==> src/rtl/ram_shim_reader.sv <==
// Raster RAM read shim: fetches one signed sample as two RAM words,
// low word first, and presents the reassembled sample to the consumer.
module ram_shim_reader #(
  parameter int                 RAM_WID      = 32,
  parameter logic [RAM_WID-1:0] BASE_ADDR    = 32'h1000000,
  parameter int                 MAX_BYTE_WID = 13,
  parameter int                 DAT_WID      = 24,
  parameter int                 RAM_WORD     = 16
) (
  input  logic                clk,
  input  logic                rst,
  input  logic                fetch,
  input  logic                rewind,
  output logic [DAT_WID-1:0]  data,
  output logic                finished,
  output logic [RAM_WID-1:0]  addr,
  output logic                read,
  input  logic [RAM_WORD-1:0] word,
  input  logic                valid
);

  localparam int HW = DAT_WID - RAM_WORD;
  localparam logic [MAX_BYTE_WID-1:0] STEP =
    MAX_BYTE_WID'(RAM_WORD / 8);

  typedef enum logic [2:0] {
    IDLE,
    RD_LO,
    GAP,
    RD_HI,
    DONE
  } state_t;

  state_t                  state_q;
  logic [MAX_BYTE_WID-1:0] off_q;
  logic [MAX_BYTE_WID-1:0] off_d;
  logic [RAM_WORD-1:0]     lo_q;
  logic [DAT_WID-1:0]      data_q;
  logic                    fin_q;
  logic                    read_q;
  logic                    ack;

  // next word offset; wraps silently at the counter width
  assign off_d = off_q + STEP;
  assign ack   = read_q && valid;

  assign addr     = BASE_ADDR + RAM_WID'(off_q);
  assign data     = data_q;
  assign finished = fin_q;
  assign read     = read_q;

  // fetch sequencer: low word, one idle cycle, high word, then hold
  always_ff @(posedge clk) begin
    if (rst) begin
      state_q <= IDLE;
      off_q   <= '0;
      lo_q    <= '0;
      data_q  <= '0;
      fin_q   <= 1'b0;
      read_q  <= 1'b0;
    end else begin
      unique case (state_q)
        IDLE: begin
          if (rewind) off_q <= '0;
          if (fetch) begin
            read_q  <= 1'b1;
            state_q <= RD_LO;
          end
        end
        RD_LO: begin
          if (ack) begin
            lo_q    <= word;
            off_q   <= off_d;
            read_q  <= 1'b0;
            state_q <= GAP;
          end
        end
        GAP: begin
          read_q  <= 1'b1;
          state_q <= RD_HI;
        end
        RD_HI: begin
          if (ack) begin
            data_q  <= {word[HW-1:0], lo_q};
            off_q   <= off_d;
            read_q  <= 1'b0;
            fin_q   <= 1'b1;
            state_q <= DONE;
          end
        end
        DONE: begin
          if (!fetch) begin
            fin_q   <= 1'b0;
            state_q <= IDLE;
          end
        end
        default: begin
          read_q  <= 1'b0;
          fin_q   <= 1'b0;
          state_q <= IDLE;
        end
      endcase
    end
  end

endmodule
==> config.mk <==
export PLATFORM = sky130hd
export DESIGN_NAME = ram_shim_reader
export DESIGN_NICKNAME = d
export VERILOG_FILES = /design/src/rtl/ram_shim_reader.sv
export SDC_FILE = /design/constraint.sdc
export NUM_CORES = 1
export LEC_CHECK = 0
export ABC_AREA = 1
export CAP_MARGIN = 20
export CORE_MARGIN = 2
export CORE_UTILIZATION = 46
export CTS_CLUSTER_SIZE = 24
export DETAILED_ROUTE_END_ITERATION = 16
export GPL_ROUTABILITY_DRIVEN = 0
export PLACE_DENSITY = 0.79
export SLEW_MARGIN = 20
export SYNTH_ARGS = -nofsm -noshare
export SYNTH_HDL_FRONTEND = slang
export SYNTH_SLANG_ARGS = --single-unit
export TNS_END_PERCENT = 20
==> constraint.sdc <==
create_clock -name clk -period 1.4 [get_ports clk]
set_input_delay 0.35 -clock clk [delete_from_list [all_inputs] [get_ports clk]]
set_output_delay 0.35 -clock clk [all_outputs]
set_load 0.05 [all_outputs]
* Yosys cells after proc, flatten, opt, wreduce, memory -nomap -nowiden
Cells that the tools add are included.
Word-level totals: register bits 58, input bits 21, output and inout bits 58, word-level logic and storage cells 45
Operators by class: $add $sub $neg 2, equal/unequal tests 10, multiplexer cells 14, bitwise logic cells 2, reduce and logical (&&, ||, !) cells 11
Operators with widths (count):
- $add A25 B13 Y26 const A | 1
- $mux W13 | 2
- $pmux W13 S2 | 1
- $pmux W3 S5 | 1
- $add A13 B2 Y13 const B | 1
- $mux W3 | 4
- $ne A2 B2 Y1 const B | 5
- $reduce_and A3 Y1 | 3
- $eq A3 B2 Y1 const B | 2
- $mux W1 | 4
- $pmux W1 S4 | 1
- $reduce_and A2 Y1 | 2
- $reduce_and A4 Y1 | 1
- $eq A3 B1 Y1 const B | 1
- $eq A3 B3 Y1 const B | 1
- $logic_not A3 Y1 | 1
- $pmux W1 S3 | 1
- $reduce_or A3 Y1 | 1
- $ne A2 B1 Y1 const B | 1
- $not A1 Y1 | 2
- $reduce_bool A2 Y1 | 1
- $reduce_or A2 Y1 | 1
- $logic_and A1 B1 Y1 | 1

* Longest topological paths before layout
word-level depth 4, mapped depth 9, mapped depth without buffers 9

* Worst setup path after synthesis
Ideal clock, no wire load.
path type reg-to-reg, start point reg off_q[1], end point reg off_q[7], setup time 0.115 ns, arrival time 1.545 ns, data required time 1.285 ns, setup slack -0.259 ns, cell stages (with the launch flop) 9, buffers on the path 0, clock period less this slack 1.659 ns, cells stage by stage dfxtp_1 ha_1 nand2_1 nor2_1 nand2_1 nor2_2 nand2_1 nand2_1 nor2_1
Between the ends: cells in the longest elaborated chain, start to end 3
RTL lines:
- from (decl) | line 35 | logic [MAX_BYTE_WID-1:0] off_q;
- from (signal assigned) | line 56 | off_q <= '0;
- from (signal assigned) | line 64 | if (rewind) off_q <= '0;
- from (signal assigned) | line 73 | off_q <= off_d;
- $add A13 B2 Y13 | line 44 | assign off_d = off_q + STEP;
- $mux W13 | line 71, 83
- $pmux W13 S2 | line 62 | unique case (state_q)
Every way passes these cells. The select of a mux whose other input is x is not followed. A chain may end at the register's enable or synchronous reset.

* Worst setup path after layout
start point in valid, end point reg lo_q[15]
Between the ends: cells in the longest elaborated chain, start to end 2
RTL lines:
- from (decl) | line 19 | input logic valid
- $logic_and A1 B1 Y1 | line 45 | assign ack = read_q && valid;
- $reduce_and A2 Y1 (no line)
- to (signal assigned) | line 72 | lo_q <= word;
- to (decl) | line 37 | logic [RAM_WORD-1:0] lo_q;
Every way passes these cells.

==> results.txt <==
The flow ran to the end, and the final reports show no timing, DRC or antenna violations. The register-to-register setup slack is ~0.11 ns. The via count normalized by instance count is 4.85. The clock tree buffer depth came out at 2. Setup repair after global routing could not meet its margin everywhere. The total power is just over 4000 uW.

The I/O pin total came out at 79. The wire length of the first global-routing pass is about 9.6 mm. In this run the critical register-to-register path is captured at lo_q[15]. By startpoint and endpoint, the worst setup path is classified as input port to flip-flop.

The initial antenna violation count is 0. The total placed instance area is between 3000 and 4000 um2. The worst hold path terminates at data[13].

The layout net count is between 400 and 500. Counting flops and latches in the post-synthesis netlist gives 57. The initial core utilization came out at 0.484. The largest net degree at the start of global routing is 43.

The number of hold-slack violations in the final timing report is 0. The post-placement cell count is around 450. The max-capacitance violation count came out at 0. The horizontal die dimension came out at between 70 and 80 um. In this run the cell area of the synthesized design comes to 2500 um2. The remaining number of nets flagged by the antenna check after routing is 0. In this run the static leakage power is between 0.0015 and 0.002 uW. The final worst hold slack came out at 0.480 ns. The post-detailed-route wirelength per cell came out at between 10 and 15 um. Across the routed clock network, the largest skew measured is approximately 0.0065 ns.

The quantity of I/O buffers inserted on ports is 58. The worst setup path is launched from an input port. The number of diodes added for antenna fixing is 0. The number of pins with negative max-slew slack in the final report came out at 0. The level count of the clock H-tree came out at 3. The count of warnings emitted by yosys came out at 0. Power spread over the standard cell area amounts to about 1100 nW/um2. The synthesized area per cell came out at 7.70 um2.

The category of the worst setup path capture point is a flip-flop. The clock sink count came out at 57. Clock-pin slew was measured on the worst setup and hold paths at 0.06 ns.

sky130_fd_sc_hd__dfxtp_1 takes more of the synthesized area than any other cell. The floorplan row count is 26. The fmax is between 700 and 800 MHz. The maximum VDD drop is 0.872 mV.

The number of buffers added by the clock tree synthesis step is 9. The launch point of the worst hold path is lo_q[13]. The routed length on met1 is roughly 2.3 mm.

The sum of overflow across all layers after global routing is 0. The final routed wirelength across all metal layers is between 5 and 6 mm. The share of cells above drive strength 1 came out at 0.256.

Measured in cells, the most critical reg-to-reg path has a length of 8. The root cell of the clock tree is sky130_fd_sc_hd__clkbuf_8. The via count is 2269. The final critical path time including I/O delays and setup came out at about 1.3 ns.

The design area is between 3000 and 4000 um2. The data arrival at the endpoint of the critical path came out at roughly 1.6 ns. In the detailed route, the total length drawn on met2 is ~2.9 mm.

The number of remaining DRC errors came out at 0. The clock latency at the later pin of the worst-skew pair is ~0.33 ns. The first-pass detailed-route iteration total came out at 4.

The share of the clock period used by the worst path after layout came out at 0.953. The final standard cell count with taps included and fillers excluded is between 400 and 500. The via count of the first global-routing pass is 2152. For the worst setup path, the data required time is ~1.7 ns.

The min-delay analysis places its worst path in the category flip-flop to flip-flop. The worst hold path passes through 2 cells. The top layer used by detailed routing is met4. In the layout the commonest cells are sky130_fd_sc_hd__nor2_1 (91), sky130_fd_sc_hd__dfxtp_1 (51), sky130_fd_sc_hd__buf_12 (41). Leaving out fill and tap cells, the most frequent cell in the layout is sky130_fd_sc_hd__nor2_1. The share of the synthesized area in the top cell type came out at 0.456. The total of endpoints with negative setup slack in the final report is 0. The number of distinct library cell variants in the gate-level netlist after synthesis came out at 28. The number of instances in the synthesized netlist came out at between 300 and 400. The TritonCTS clock tree is yes. Detailed placement ended at an HPWL of about 4 mm. After synthesis, the cell types taking the most area are sky130_fd_sc_hd__dfxtp_1 (46%), sky130_fd_sc_hd__nor2_1 (14%), sky130_fd_sc_hd__o21ai_0 (7.8%). The core footprint came out at approximately 5200 um2. In the global route stage, overall resource usage came out at 0.201. The length of routed met3 wiring came out at approximately 460 um. The launching point of the worst reg2reg path is state_q[2]. In this run the worst path has a maximum fanout of 16.

The count of buffers added by post-CTS timing repair for setup is 0. In this run the vertical extent of the chip is slightly below 80 um. The share of the Yosys chip area taken by registers is 0.456. The area growth from synthesis to layout came out at 50.2%. The floorplan step defined a die boundary enclosing roughly 6000 um2. The count of routing violations after the opening detailed-route iteration came out at roughly 110.
-- synthesized netlist by cell type --
cell / count
sky130_fd_sc_hd__nand3_1: 14
sky130_fd_sc_hd__a21oi_2: 2
sky130_fd_sc_hd__a21oi_1: 9
sky130_fd_sc_hd__nor3_1: 1
sky130_fd_sc_hd__inv_1: 15
sky130_fd_sc_hd__ha_1: 1
sky130_fd_sc_hd__nand2_2: 1
sky130_fd_sc_hd__nor2_2: 11
sky130_fd_sc_hd__nand3_2: 1
sky130_fd_sc_hd__buf_4: 20
sky130_fd_sc_hd__buf_1: 1
sky130_fd_sc_hd__nor2_1: 93
sky130_fd_sc_hd__o211a_1: 1
sky130_fd_sc_hd__inv_2: 3
sky130_fd_sc_hd__clkbuf_1: 3
sky130_fd_sc_hd__conb_1: 2
sky130_fd_sc_hd__nor2_8: 2
sky130_fd_sc_hd__o21ai_1: 5
sky130_fd_sc_hd__nand3b_1: 1
sky130_fd_sc_hd__inv_6: 1
sky130_fd_sc_hd__dfxtp_1: 57
sky130_fd_sc_hd__nand2_4: 3
sky130_fd_sc_hd__nand4_1: 3
sky130_fd_sc_hd__buf_6: 7
sky130_fd_sc_hd__nand2_1: 27
sky130_fd_sc_hd__nor2_4: 1
sky130_fd_sc_hd__inv_4: 1
sky130_fd_sc_hd__o21ai_0: 39
-- metrics by stage --
| stage | setup WS [ns] | TNS, ns | util |
|---|---|---|---|
| 3_5_place_dp | -0.266 | -11.89 | 0.678 |
| 4_1_cts | 0.0409 | 0 | 0.722 |
| 5_1_grt | -0.0286 | -0.0465 | 0.727 |
| 6_report | 0.0659 | 0 | 0.727 |
| 3_3_place_gp | -0.230 | -10.76 | 0.678 |
| 2_1_floorplan | -0.0417 | -0.0471 | - |
-- flip-flops by register name, indices dropped and copies added, names as in the netlist --
name	flops
data	24
finished	1
lo_q	16
off_q	12
read	1
state_q	3
-- area by class of cell --
class,count,area (um2)
fillers,383,1410
flip-flops and latches,57,1150
multi-input cells,235,1120
repair buffers,70,1090
clock buffers,11,151
well taps,70,87.6
inverters,20,82.6
clock inverters,5,77.6
-- critical path, cell delays in order --
cell	delay, ns
sky130_fd_sc_hd__clkdlybuf4s50_1	0.51
sky130_fd_sc_hd__nand2_4	0.06
sky130_fd_sc_hd__buf_4	0.16
sky130_fd_sc_hd__nor2_8	0.14
sky130_fd_sc_hd__buf_12	0.15
sky130_fd_sc_hd__o21ai_0	0.09
sky130_fd_sc_hd__nor2_1	0.12
-- report_power, final --
part	leakage, uW	total (uW)	internal, uW	switching, uW
registers	0.000463	1720	1680	47.0
clock network	0.000115	1740	1090	649
logic	0.00111	643	235	408
total	0.00168	4110	3010	1100
-- how the worst max path moves through the flow --
| stage | slack [ns] | start | to |
|---|---|---|---|
| after floorplan | -0.04 | off_q[1] | off_q[7] |
| after global placement | -0.23 | valid | off_q[6] |
| after global routing | -0.03 | valid | off_q[7] |
| after CTS | 0.04 | state_q[2] | lo_q[15] |
| after detailed placement | -0.27 | valid | off_q[5] |
| final | 0.07 | valid | lo_q[15] |
-- metal layers --
layer	up-vias	GRT usage
met5	-	0
met4	0	0.0732
met3	2	0.0837
met2	81	0.343
met1	1059	0.224
li1	1127	-
-- logic make-up after synthesis --
group                    share of synthesized area
AND/OR/NAND/NOR                              0.289
flip-flops                                   0.456
AO/OA/AOI/OAI                                0.117
buffers and inverters                        0.130
other                                      0.00300
adder cells (fa/ha/maj)                    0.00500
-- repair_timing --
item	in CTS	in global routing
hold buffers	0	0
gates resized for setup	0	8
endpoints found under the setup margin	0	14
No activity file was read; power rests on OpenSTA's default activity.
